===== config.mk =====
export PLATFORM = sky130hd
export DESIGN_NAME = seg7
export DESIGN_NICKNAME = d
export VERILOG_FILES = /design/src/rtl/seg7.sv
export SDC_FILE = /design/constraint.sdc
export NUM_CORES = 1
export LEC_CHECK = 0
export BUFFER_PORTS_ARGS = -buffer_cell sky130_fd_sc_hd__buf_2
export CORE_AREA = 2 2 39 41
export DETAILED_ROUTE_END_ITERATION = 10
export DIE_AREA = 0 0 41 43
export PLACE_DENSITY = 0.52
export SLEW_MARGIN = 20
export SYNTH_ARGS = -nofsm -noshare
export SYNTH_HDL_FRONTEND = slang
export SYNTH_SLANG_ARGS = --single-unit

===== constraint.sdc =====
create_clock -name clk -period 1 [get_ports clk]
set_input_delay 0.3 -clock clk [delete_from_list [all_inputs] [get_ports clk]]
set_output_delay 0.3 -clock clk [all_outputs]
set_load 0.005 [all_outputs]

===== src/rtl/seg7.sv =====
// seg7 -- registered BCD-to-seven-segment decoder for one DE1-SoC HEX digit.
//
// Purpose:
//   Decodes a 4-bit digit code into the seven segment drive lines with a
//   fixed one-cycle latency. Codes 10-15 blank the digit unless the hex glyph
//   option is built in.
//
// Build option:
//   SEG7_HEX_EN  when defined, codes 10-15 show hex glyphs A b C d E F.
//
// Parameters:
//   ACTIVE_LOW   1: a lit segment drives 0 (DE1-SoC); 0: a lit segment drives 1.
//
// Ports:
//   clk        system clock, all state on the rising edge
//   reset      synchronous, active-high; loads the all-off pattern
//   bcd        digit code, sampled every edge
//   blank      1 forces all segments off
//   lamp_test  1 forces all segments on (beats blank)
//   leds       registered segment drive, leds[0]=a ... leds[6]=g
module seg7 #(
  parameter bit ACTIVE_LOW = 1'b1
) (
  input  logic       clk,
  input  logic       reset,
  input  logic [3:0] bcd,
  input  logic       blank,
  input  logic       lamp_test,
  output logic [6:0] leds
);

  // Patterns below are all in active-low form (0 = segment lit).
  localparam logic [6:0] ALL_OFF = 7'b1111111;
  localparam logic [6:0] ALL_ON  = 7'b0000000;

  logic [6:0] glyph_n;     // decoded digit, active-low
  logic [6:0] sel_n;       // after lamp_test/blank priority, active-low
  logic [6:0] leds_next;   // after polarity adjustment
  logic [6:0] leds_reg;

  always_comb begin
    glyph_n = ALL_OFF;
    case (bcd)
      4'd0:  glyph_n = 7'b1000000;
      4'd1:  glyph_n = 7'b1111001;
      4'd2:  glyph_n = 7'b0100100;
      4'd3:  glyph_n = 7'b0110000;
      4'd4:  glyph_n = 7'b0011001;
      4'd5:  glyph_n = 7'b0010010;
      4'd6:  glyph_n = 7'b0000010;
      4'd7:  glyph_n = 7'b1111000;
      4'd8:  glyph_n = 7'b0000000;
      4'd9:  glyph_n = 7'b0010000;
`ifdef SEG7_HEX_EN
      4'd10: glyph_n = 7'b0001000;  // A
      4'd11: glyph_n = 7'b0000011;  // b
      4'd12: glyph_n = 7'b1000110;  // C
      4'd13: glyph_n = 7'b0100001;  // d
      4'd14: glyph_n = 7'b0000110;  // E
      4'd15: glyph_n = 7'b0001110;  // F
`else
      default: glyph_n = ALL_OFF;   // 10-15 blank the digit
`endif
    endcase
  end

  always_comb begin
    sel_n = glyph_n;
    if (lamp_test)
      sel_n = ALL_ON;
    else if (blank)
      sel_n = ALL_OFF;
  end

  // Polarity is applied per bit; the reset value goes through the same
  // mapping so it always means "all segments off".
  logic [6:0] off_pattern;
  generate
    for (genvar gi = 0; gi < 7; gi++) begin : g_pol
      assign leds_next[gi]   = ACTIVE_LOW ? sel_n[gi]   : ~sel_n[gi];
      assign off_pattern[gi] = ACTIVE_LOW ? ALL_OFF[gi] : ~ALL_OFF[gi];
    end
  endgenerate

  always_ff @(posedge clk) begin
    if (reset)
      leds_reg <= off_pattern;
    else
      leds_reg <= leds_next;
  end

  assign leds = leds_reg;

endmodule


==> qor.yml, run 1 <==
yosys-top-cells-area: "dfxtp_1, ha_1, a221oi_4, o21ai_1, inv_1"
die_w_um: 41
mostFrequentLayoutCells: "buf_2, buf_4, dfxtp_1"
yosysUniqueCellTypes: 20
nets: 83
hpwl_um: 686.4
period_needed_ns: 0.9544
finalHoldViolCount: 0
crit_required_ns: 0.70
track_usage_pct: 11.42
worstPathArrival_ns: 0.65
power_mw: 0.7313
portBuffers: 14
leakage_nw: 0.2865
layout-drive-gt1-share_pct: 50.72
via_per_inst: 4.294
path_class: "reg -> out"
cts.sinks: 7
synth_area_um2: 396.6
gp_congestion: 0.7695
ir_drop_v: 0.0002544
hold_class: "in -> reg"
numCtsBuffers: 3
fmax_mhz: 1048
synth_nets: 55
dp.cells: 81
drc_errors: 0
fin_area_um2: 621.8
fin_setup_tns_ns: 0
dp_slack_ns: -0.2420
post-route-util_pct: 44.94
p_per_area_nw_per_um2: 1176
yosys.area.top_type: "dfxtp_1"
drv_slew: 0
die_h_um: 43
fillerInstances: 159
ctsResizeCount: 0
end_kind: "primary output"
core-area_um2: 1384
hold_buffers: 0
path_cells: "buf_2"
cp_max_fo: 1
tightest_slew_ns: 0.2716
path_clk_slew_ns: 0.05
critPathMaxStageDelay_ns: 0.29
finalSetupViolCount: 0
drt_wl_total_um: 885
ys_ff_latch: 7
grt_antenna_before_repair: 0
cts_tree: "yes"
synth_top_area_share_pct: 35.33
io-pin-count: 15
yosys_warnings: 0
rsz0062_at_grt: "false"
holdWs_ns: 0.2929
syn_area_per_cell_um2: 9.444
cts_buffer_depth: 2
grt_pass1_wl_um: 1331
maxCapViolations: 0
cts_root_buf: "clkbuf_4"
drt-initial-drc-count: 2
htree_levels: 1
num_rows: 14
cp_top_family: "flip-flops"
seq_area_frac_synth_pct: 35.33
drt-wirelength-per-cell_um: 10.41
largest_register_ffs: 7
n_antenna_cell: 0
fin_ws_ns: 0.04565
gr-total-overflow: 0
num_vias: 365
cts_setup_buffers: 0
start_util_pct: 28.66
die_area_um2: 1763
max-slew-margin-rel_pct: 81.90
cp-start-kind: "flip-flop"
grt_pass1_vias: 313
first_pass_iters: 2
layout_commonest_cell: "buf_2"
synthesis.instances: 42
crit_buf_inv: 1
status: "completed"
final_antenna_net_count: 0
slowest_stage: "dfxtp_1"
area_growth_pct: 56.78
grt_max_degree: 11
period_share_pct: 95.44
placed_area_um2: 554.3
final_cells: 85
## cells by family after synthesis
family	share of synthesized area, %
AOI/OAI and AO/OA	26.82
and+or+nand+nor	12.94
DFF	35.33
buffers and inverters	6.626
adders and majority gates	15.77
muxes	2.524
## cells in the mapped netlist
| master | number |
|---|---|
| a211oi_1 | 1 |
| a21boi_0 | 1 |
| a21oi_1 | 2 |
| a221oi_4 | 1 |
| buf_4 | 1 |
| dfxtp_1 | 7 |
| ha_1 | 5 |
| inv_1 | 5 |
| mux2i_1 | 1 |
| nand2_1 | 2 |
| nor2_1 | 2 |
| nor2b_1 | 1 |
| nor4b_1 | 1 |
| o21ai_0 | 2 |
| o21ai_1 | 4 |
| o21ba_2 | 1 |
| o31ai_1 | 2 |
| or2_0 | 1 |
| or2_1 | 1 |
| or2_4 | 1 |
## final timing paths
| kind | startpoint | end | depth (start not counted) |
|---|---|---|---|
| hold / removal | lamp_test | leds[1] | 2 |
| setup / recovery | leds[1] | leds[1] | 1 |
## final cells by class
type	count	area [µm²]	share of cell area (%)
clock buffer	4	26.28	4.225
timing repair buffer	24	157.7	25.35
multi-input combinational	29	259.0	41.65
tap	16	20.02	3.219
sequential	7	140.1	22.54
inverter	5	18.77	3.018
## power by group
group | internal (mW) | switching, mW | leakage, nW
Clock | 0.152 | 0.0997 | 0.0150
Combinational | 0.0944 | 0.0807 | 0.213
Sequential | 0.301 | 0.00376 | 0.0587
## routing by layer
metal	vias to the layer above	track usage, %	wire [µm]
met3	0	3.141	56
met5	-	0	0
met4	0	10.00	0
li1	199	-	-
met2	9	14.69	461
met1	157	14.70	367
Power figures use the tool's default switching activity.
==> inputs of run 2 (changes only) <==
==> constraint.sdc (replaced) <==
create_clock -name clk -period 1 [get_ports clk]
set_input_delay 0.15 -clock clk [delete_from_list [all_inputs] [get_ports clk]]
set_output_delay 0.15 -clock clk [all_outputs]
set_load 0.005 [all_outputs]
==> run 2 against run 1 <==
  * Via count down 4.1%
  * Die area unchanged
  * Non-clock buffer count down 3
  * Cell area down 10%
  * Flip-flop and latch count unchanged
  * Final cell count down 3.5%
==> qor.yml, run 2 (synthesized netlist as in run 1, its figures left out) <==
ir_drop_v: 0.0003300  # +30%
path_cells: "buf_2 > or2_4 > a221oi_4 > o31ai_1"
rsz0062_at_grt: "false"
io-pin-count: 15  # unchanged
drt_wl_total_um: 745  # -16%
mostFrequentLayoutCells: "buf_2, dfxtp_1, buf_4"
end_kind: "flip-flop"
dr_wl_met2_um: 350  # -24%
die_w_um: 41  # unchanged
gr-total-overflow: 0  # unchanged
tightest_slew_ns: 0.2691  # -0.002448 ns
gp_congestion: 0.7822  # +1.7%
hold_class: "in -> reg"
wl_met1_um: 347  # -5.4%
track_usage_pct: 10.11  # -1.3 points
holdWs_ns: 0.1587  # -0.1341 ns
core-area_um2: 1384  # unchanged
period_needed_ns: 0.8320  # -0.1224 ns
num_rows: 14  # unchanged
layout-drive-gt1-share_pct: 40.91  # -9.8 points
die_area_um2: 1763  # unchanged
cts_setup_buffers: 0  # unchanged
portBuffers: 14  # unchanged
cp_max_fo: 5  # +4
ctsResizeCount: 0  # unchanged
finalSetupViolCount: 0  # unchanged
via_per_inst: 4.268  # -0.60%
cts_buffer_depth: 2  # unchanged
cts_root_buf: "clkbuf_4"
num_vias: 350  # -4.1%
largest_register_ffs: 7  # unchanged
leakage_nw: 0.2671  # -6.7%
die_h_um: 43  # unchanged
cts.sinks: 7  # unchanged
slowest_stage: "a221oi_4"
drt-initial-drc-count: 4  # +2
start_util_pct: 28.66  # unchanged
layout_commonest_cell: "buf_2"
cts_tree: "yes"
path_class: "in -> reg"
fmax_mhz: 1202  # +15%
status: "completed"
worstPathArrival_ns: 0.95  # +0.30 ns
grt_max_degree: 11  # unchanged
grt_pass1_vias: 289  # -7.7%
area_growth_pct: 40.69
final_antenna_net_count: 0  # unchanged
max-slew-margin-rel_pct: 81.81  # -0.090 points
hold_buffers: 0  # unchanged
fillerInstances: 142  # -11%
drt-wirelength-per-cell_um: 9.085  # -13%
finalHoldViolCount: 0  # unchanged
htree_levels: 1  # unchanged
critPathMaxStageDelay_ns: 0.28  # about the same
wl_met3_um: 47  # -16%
period_share_pct: 83.20  # -12 points
grt_antenna_before_repair: 0  # unchanged
hpwl_um: 621.2  # -9.5%
path_clk_slew_ns: 0.05  # about the same
fin_area_um2: 558.0  # -10%
maxCapViolations: 0  # unchanged
placed_area_um2: 531.8  # -4.1%
p_per_area_nw_per_um2: 1252  # +6.4%
grt_pass1_wl_um: 1186  # -11%
cp_top_family: "compound AO/OA/AOI/OAI gates"
first_pass_iters: 3  # +1
n_antenna_cell: 0  # unchanged
cp-start-kind: "input pin"
highest_layer: "met3"
drv_slew: 0  # unchanged
numCtsBuffers: 3  # unchanged
crit_required_ns: 1.12  # +0.42 ns
drc_errors: 0  # unchanged
nets: 80  # -3.6%
crit_buf_inv: 1  # unchanged
[run 2: final timing paths]
path                      start       to  slack (ns)  cells after the start
worst max-delay path     bcd[1]  leds[2]        0.17                      4
worst min-delay path  lamp_test  leds[1]        0.16                      2
[run 2: where the power goes]
| part | switching [mW] | total (mW) | internal (mW) |
|---|---|---|---|
| combinational | 0.0712 | 0.147 | 0.0760 |
| sequential | 0.00370 | 0.305 | 0.301 |
| clock | 0.0949 | 0.247 | 0.152 |
| total | 0.170 | 0.698 | 0.529 |
[run 2: area by class of cell]
cell class              count  area (µm²)  area share, %
multi-input cells          29       230.2          41.26
well taps                  16       20.02          3.587
clock buffers               4       26.28          4.709
inverters                   5       18.77          3.363
flip-flops and latches      7       140.1          25.11
repair buffers             21       122.6          21.97
[run 2: per-stage QoR]
stage / util (%) / std cells / total power, mW / TNS [ns] / worst slack [ns]
after floorplan: - / 42 / 0.3837 / 0 / 0.1178
after global placement: 38.43 / 78 / 0.4590 / -0.4750 / -0.08856
after detailed placement: 38.43 / 78 / 0.4587 / -0.5006 / -0.09103
after CTS: 40.33 / 82 / 0.7185 / 0 / 0.1777
after global routing: 40.33 / 82 / 0.7467 / 0 / 0.1042
final: 40.33 / 82 / 0.6984 / 0 / 0.1680
[run 2: routing by layer]
metal | GRT usage (%) | vias up
met5 | 0 | -
met4 | 10.00 | 0
met3 | 1.571 | 0
met2 | 13.44 | 9
met1 | 12.74 | 146
li1 | - | 195
